<file path="src/rtl/masked_zero_bank.sv">
// Buffered, multi-channel generator of Boolean sharings of zero for masked AES gadgets.
// Fresh randomness is expanded into NUM_SHARES shares per channel and queued in a DEPTH-entry FIFO.
module masked_zero_bank #(
  parameter int NUM_SHARES   = 2,
  parameter int BIT_WIDTH    = 2,
  parameter int NUM_CHANNELS = 1,
  parameter int DEPTH        = 2,
  parameter int COUNT_WIDTH  = 16,
  localparam int NUM_NEEDED  = (NUM_SHARES == 2) ? 1 : ((NUM_SHARES == 3) ? 2 : NUM_SHARES),
  localparam int RAND_W      = NUM_CHANNELS * NUM_NEEDED * BIT_WIDTH,
  localparam int SHARE_W     = NUM_CHANNELS * NUM_SHARES * BIT_WIDTH
) (
  input  logic                   in_clock,
  input  logic                   in_reset,
  input  logic [RAND_W-1:0]      in_random,
  input  logic                   in_random_valid,
  output logic                   out_random_ready,
  input  logic                   in_zero_mode,
  output logic [SHARE_W-1:0]     out_random,
  output logic                   out_valid,
  input  logic                   in_ready,
  output logic [COUNT_WIDTH-1:0] out_count
);

  localparam int PTR_W = (DEPTH > 1) ? $clog2(DEPTH) : 1;
  localparam int OCC_W = $clog2(DEPTH) + 1;
  localparam logic [OCC_W-1:0] OCC_FULL = OCC_W'(DEPTH);
  localparam logic [PTR_W-1:0] PTR_LAST = PTR_W'(DEPTH - 1);

  if (NUM_SHARES < 2 || NUM_SHARES > 8) begin : g_bad_shares
    $fatal(1, "masked_zero_bank: NUM_SHARES must be in 2..8");
  end
  if (DEPTH < 1 || (DEPTH & (DEPTH - 1)) != 0) begin : g_bad_depth
    $fatal(1, "masked_zero_bank: DEPTH must be a power of two >= 1");
  end

  logic [SHARE_W-1:0]     w_share;
  logic [SHARE_W-1:0]     w_wdata;
  logic                   w_push;
  logic                   w_pop;
  logic                   w_not_empty;
  logic [OCC_W-1:0]       r_occ;
  logic [PTR_W-1:0]       r_wr_ptr;
  logic [PTR_W-1:0]       r_rd_ptr;
  logic [COUNT_WIDTH-1:0] r_count;
  logic [SHARE_W-1:0]     r_mem [DEPTH];

  // Share i of channel c; every randomness word appears in exactly two shares, so XOR is zero.
  for (genvar c = 0; c < NUM_CHANNELS; c++) begin : g_ch
    for (genvar i = 0; i < NUM_SHARES; i++) begin : g_sh
      if (NUM_SHARES == 2) begin : g_n2
        assign w_share[(c*NUM_SHARES+i)*BIT_WIDTH +: BIT_WIDTH] =
          in_random[(c*NUM_NEEDED)*BIT_WIDTH +: BIT_WIDTH];
      end else if (NUM_SHARES == 3) begin : g_n3
        if (i < 2) begin : g_direct
          assign w_share[(c*NUM_SHARES+i)*BIT_WIDTH +: BIT_WIDTH] =
            in_random[(c*NUM_NEEDED+i)*BIT_WIDTH +: BIT_WIDTH];
        end else begin : g_sum
          assign w_share[(c*NUM_SHARES+i)*BIT_WIDTH +: BIT_WIDTH] =
            in_random[(c*NUM_NEEDED)*BIT_WIDTH +: BIT_WIDTH] ^
            in_random[(c*NUM_NEEDED+1)*BIT_WIDTH +: BIT_WIDTH];
        end
      end else begin : g_ring
        assign w_share[(c*NUM_SHARES+i)*BIT_WIDTH +: BIT_WIDTH] =
          in_random[(c*NUM_NEEDED+i)*BIT_WIDTH +: BIT_WIDTH] ^
          in_random[(c*NUM_NEEDED+((i+1)%NUM_SHARES))*BIT_WIDTH +: BIT_WIDTH];
      end
    end
  end

  // Both ports: a transfer happens exactly on a cycle where valid and ready are both high.
  // Ready depends only on registered occupancy, so a pop never frees space in the same cycle.
  assign w_not_empty      = (r_occ != '0);
  assign out_random_ready = (r_occ < OCC_FULL);
  assign out_valid        = w_not_empty;
  assign w_push           = in_random_valid && out_random_ready && !in_reset;
  assign w_pop            = w_not_empty && in_ready && !in_reset;
  assign w_wdata          = in_zero_mode ? '0 : w_share;
  assign out_random       = w_not_empty ? r_mem[r_rd_ptr] : '0;
  assign out_count        = r_count;

  always_ff @(posedge in_clock) begin
    if (in_reset) begin
      r_occ    <= '0;
      r_wr_ptr <= '0;
      r_rd_ptr <= '0;
      r_count  <= '0;
    end else begin
      if (w_push) r_wr_ptr <= (r_wr_ptr == PTR_LAST) ? '0 : r_wr_ptr + 1'b1;
      if (w_pop)  r_rd_ptr <= (r_rd_ptr == PTR_LAST) ? '0 : r_rd_ptr + 1'b1;
      case ({w_push, w_pop})
        2'b10:   r_occ <= r_occ + 1'b1;
        2'b01:   r_occ <= r_occ - 1'b1;
        default: r_occ <= r_occ;
      endcase
      if (w_pop && (r_count != '1)) r_count <= r_count + 1'b1;
    end
  end

  // Storage is never cleared; the empty mask on out_random hides stale entries.
  always_ff @(posedge in_clock) begin
    if (w_push) r_mem[r_wr_ptr] <= w_wdata;
  end

endmodule
</file>
<file path="config.mk">
export PLATFORM = sky130hd
export DESIGN_NAME = masked_zero_bank
export DESIGN_NICKNAME = d
export VERILOG_FILES = /design/src/rtl/masked_zero_bank.sv
export SDC_FILE = /design/constraint.sdc
export NUM_CORES = 1
export LEC_CHECK = 0
export BUFFER_PORTS_ARGS = -buffer_cell sky130_fd_sc_hd__buf_2
export CORE_MARGIN = 10
export CORE_UTILIZATION = 30
export CTS_BUF_LIST = sky130_fd_sc_hd__clkbuf_8
export CTS_CLUSTER_SIZE = 20
export DETAILED_ROUTE_END_ITERATION = 10
export GPL_TIMING_DRIVEN = 0
export PLACE_DENSITY = 0.58
export SETUP_SLACK_MARGIN = 0.02
export SYNTH_ARGS = -nofsm -noshare
export SYNTH_HDL_FRONTEND = slang
export SYNTH_SLANG_ARGS = --single-unit
</file>
<file path="constraint.sdc">
create_clock -name in_clock -period 2.6 [get_ports in_clock]
set_clock_uncertainty 0.2 [all_clocks]
set_input_delay 0.39 -clock in_clock [delete_from_list [all_inputs] [get_ports in_clock]]
set_output_delay 0.39 -clock in_clock [all_outputs]
set_load 0.01 [all_outputs]
</file>
==> impl_metrics.yaml <==
synth:
  yosysWarnings: 0
  syn_avg_cell_area_um2: 9.071
  yosysSeqAreaShare_pct: 42.56
  syn-instance-count: 140
  syn_area_mm2: 0.001270
  ys_types: 39
  mappedNetlistNets: 149
  synth_seq_cells: 25
floorplan:
  die_area_mm2: 0.007236
  die_width_um: 85.07
  die_y_um: 85.07
  placementRows: 23
  io_pins: 29
  initial_core_util_pct: 31.30
  core-area_mm2: 0.004058
cts:
  cts_tree: "done"
  clkLatencyLatePin_ns: 0.27
  clockRootBuffer: "clkbuf_8"
  post-cts-setup-buffer-count: 0
  htree_num_levels: 1
  cts_buffer_depth: 2
  cts_buffers: 3
  holdBufCountCts: 0
  clk_pin_slew_ns: 0.10
  clock-sinks: 25
global_route:
  grt_pass1_wl_um: 5727
  grt_pass1_vias: 1239
  antenna_found_initial: 0
  grt_usage_pct: 9.228
  globalRouteOverflowTotal: 0
  grt_max_degree: 17
power_and_ir_drop:
  ir_drop_uv: 163.6
  power_mw: 0.7654
  p_leak_nw: 0.5950
  power_density_mw_per_mm2: 500.2
worst_hold_path:
  min_path_type: "in -> reg"
  hold_path.startpoint: "in_zero_mode"
  whs_path_depth: 2
  hold_end: "r_mem[1][2]"
detailed_routing:
  wl_um: 3369
  viasPerCell: 5.351
  num_vias: 1188
  dr.first_iter.drc_count: 34
  remaining_drc_errors: 0
  ant_nets: 0
  routedWlPerCell_um: 15.18
  drt_first_pass_iters: 4
timing:
  fmax_mhz: 412.8
  tns_ns: 0
  period_share_pct: 93.17
  relSlewSlack_pct: 49.32
  drv_slew: 0
  worstMarginPinSlew_ns: 0.7544
  setup_viol: 0
  hold_viol: 0
  fin_crit_ns: 2.422
  rsz0062_at_grt: "no"
critical_path:
  r2r-start: "r_occ[1]"
  reg2reg_to: "r_occ[1]"
  cp_max_fo: 10
  critPathArrivalTime_ns: 2.42
  worst_setup_path_end_kind: "flip-flop"
  required_ns: 2.60
  crit_chain: "o21ai_2 > nand2b_1 > clkbuf_2 > inv_1 > ha_1 > or3_1 > a21oi_1"
  reg2reg_slack_ns: 0.18
  setup.worst_path.start_class: "flip-flop"
  crit_slowest_cell: "dfxtp_1"
  crit_type: "reg -> reg"
  cp-startpoint: "r_occ[1]"
  max_stage_delay_ns: 0.36
  r2r_cells: 7
finish:
  drive_gt1_share_pct: 26.74
  final_cell_mix: "buf_2, dfxtp_1, a21oi_1"
  final_common_cell: "buf_2"
  area_growth_syn_to_layout_pct: 20.49
  final_cell_area_mm2: 0.001530
  antennaDiodeCount: 0
  nNetsFinal: 182
place:
  post-dp-hpwl_um: 2583
  place_congestion: 0.7677
  port_buffers: 28
  placed_area_mm2: 0.001473
flow_run:
  maxCapViolCount: 0
status:
  status: "finished clean"
==> metrics by stage <==
stage | util, % | setup slack [ns] | instances | hold WS (ns)
4_1_cts | 37.56 | 0.03859 | 222 | 0.2058
2_1_floorplan | - | 0.4388 | 140 | 0.2725
3_5_place_dp | 36.29 | 0.04047 | 218 | 0.2925
3_3_place_gp | 36.29 | 0.09706 | 218 | 0.2842
6_report | 37.71 | 0.1775 | 222 | 0.2148
5_1_grt | 37.71 | 0.03667 | 222 | 0.2074
==> what timing repair did <==
action                                 in CTS  in global routing
pin swaps                                   0                  0
resized for setup                           1                  1
setup endpoints to repair                   1                  8
endpoints found under the hold margin       0                  0
==> worst max-delay path by stage <==
stage	end	depth (start not counted)
after global placement	out_count[1]	6
final	r_occ[1]	7
after detailed placement	r_occ[1]	7
after CTS	out_count[1]	6
after global routing	r_occ[1]	7
after floorplan	r_occ[1]	7
==> cell type report <==
cell class,count,area [um^2]
multi-input cells,100,660.6
flip-flops and latches,25,540.5
clock buffers,3,41.29
plain buffers,7,46.29
fillers,434,2527
well taps,50,62.56
inverters,8,30.03
clock inverters,1,8.758
repair buffers,28,140.1
==> routing by layer <==
metal	global-route usage, %	vias up	part of all wire [%]	routed length [um]
li1	-	594	-	-
met1	10.15	564	43	1458
met3	2.868	5	6.3	211
met4	3.593	0	1.3	44
met2	16.08	25	49	1655
met5	0	-	0	0
==> cell usage after synthesis, drive strengths merged <==
cell | count | share of area (%)
dfxtp | 21 | 33
a21oi | 13 | 5.1
nor2 | 12 | 3.5
inv | 8 | 2.4
or4 | 8 | 4.8
nand3 | 7 | 2.8
nand4 | 7 | 4.6
o31ai | 7 | 4.1
clkbuf | 5 | 2.4
nor3 | 5 | 2.0
edfxtp | 4 | 9.5
nand2 | 4 | 1.2
nor2b | 3 | 1.5
o21ai | 3 | 1.5
o41ai | 3 | 2.1
a31o | 2 | 1.4
and2 | 2 | 0.99
and3 | 2 | 0.99
and4 | 2 | 1.5
buf | 2 | 1.2
ha | 2 | 2.0
mux2i | 2 | 1.6
nand4b | 2 | 1.4
nor4 | 2 | 0.99
or3 | 2 | 0.99
xnor2 | 2 | 1.4
xor2 | 2 | 1.4
mux2 | 1 | 0.89
nand2b | 1 | 0.49
o211a | 1 | 0.79
o22ai | 1 | 0.49
o311ai | 1 | 0.69
or2 | 1 | 0.49
==> critical path: cells and delay by family, from the launching register on <==
family / cells / cell delay (ns)
flops: 1 / 0.36
simple gates: 2 / 0.63
buf+inv: 2 / 0.35
compound gates: 2 / 0.50
fa+ha+maj: 1 / 0.32
==> cells by family (layout without fill, tap and decap cells) <==
family	count (synthesis)	in the layout	share of synthesized area (%)
AO/OA/AOI/OAI	31	31	16.16
XOR/XNOR	4	4	2.759
adder cells (fa/ha/maj)	2	2	1.970
buffers and inverters	15	47	5.910
flip-flops	25	25	42.56
multiplexers	3	3	2.463
AND/OR/NAND/NOR	60	60	28.18
==> flip-flops by register name, indices dropped and copies added, names as in the netlist, named ones only <==
register   count
r_occ          2
r_rd_ptr       1
out_count     16
r_wr_ptr       1
r_mem          4
==> power breakdown <==
group / internal, mW / switching, mW
registers: 0.407 / 0.0123
clock network: 0.112 / 0.132
logic: 0.0437 / 0.0580
total: 0.564 / 0.202
Note: power is estimated with default switching activity, not from simulation.
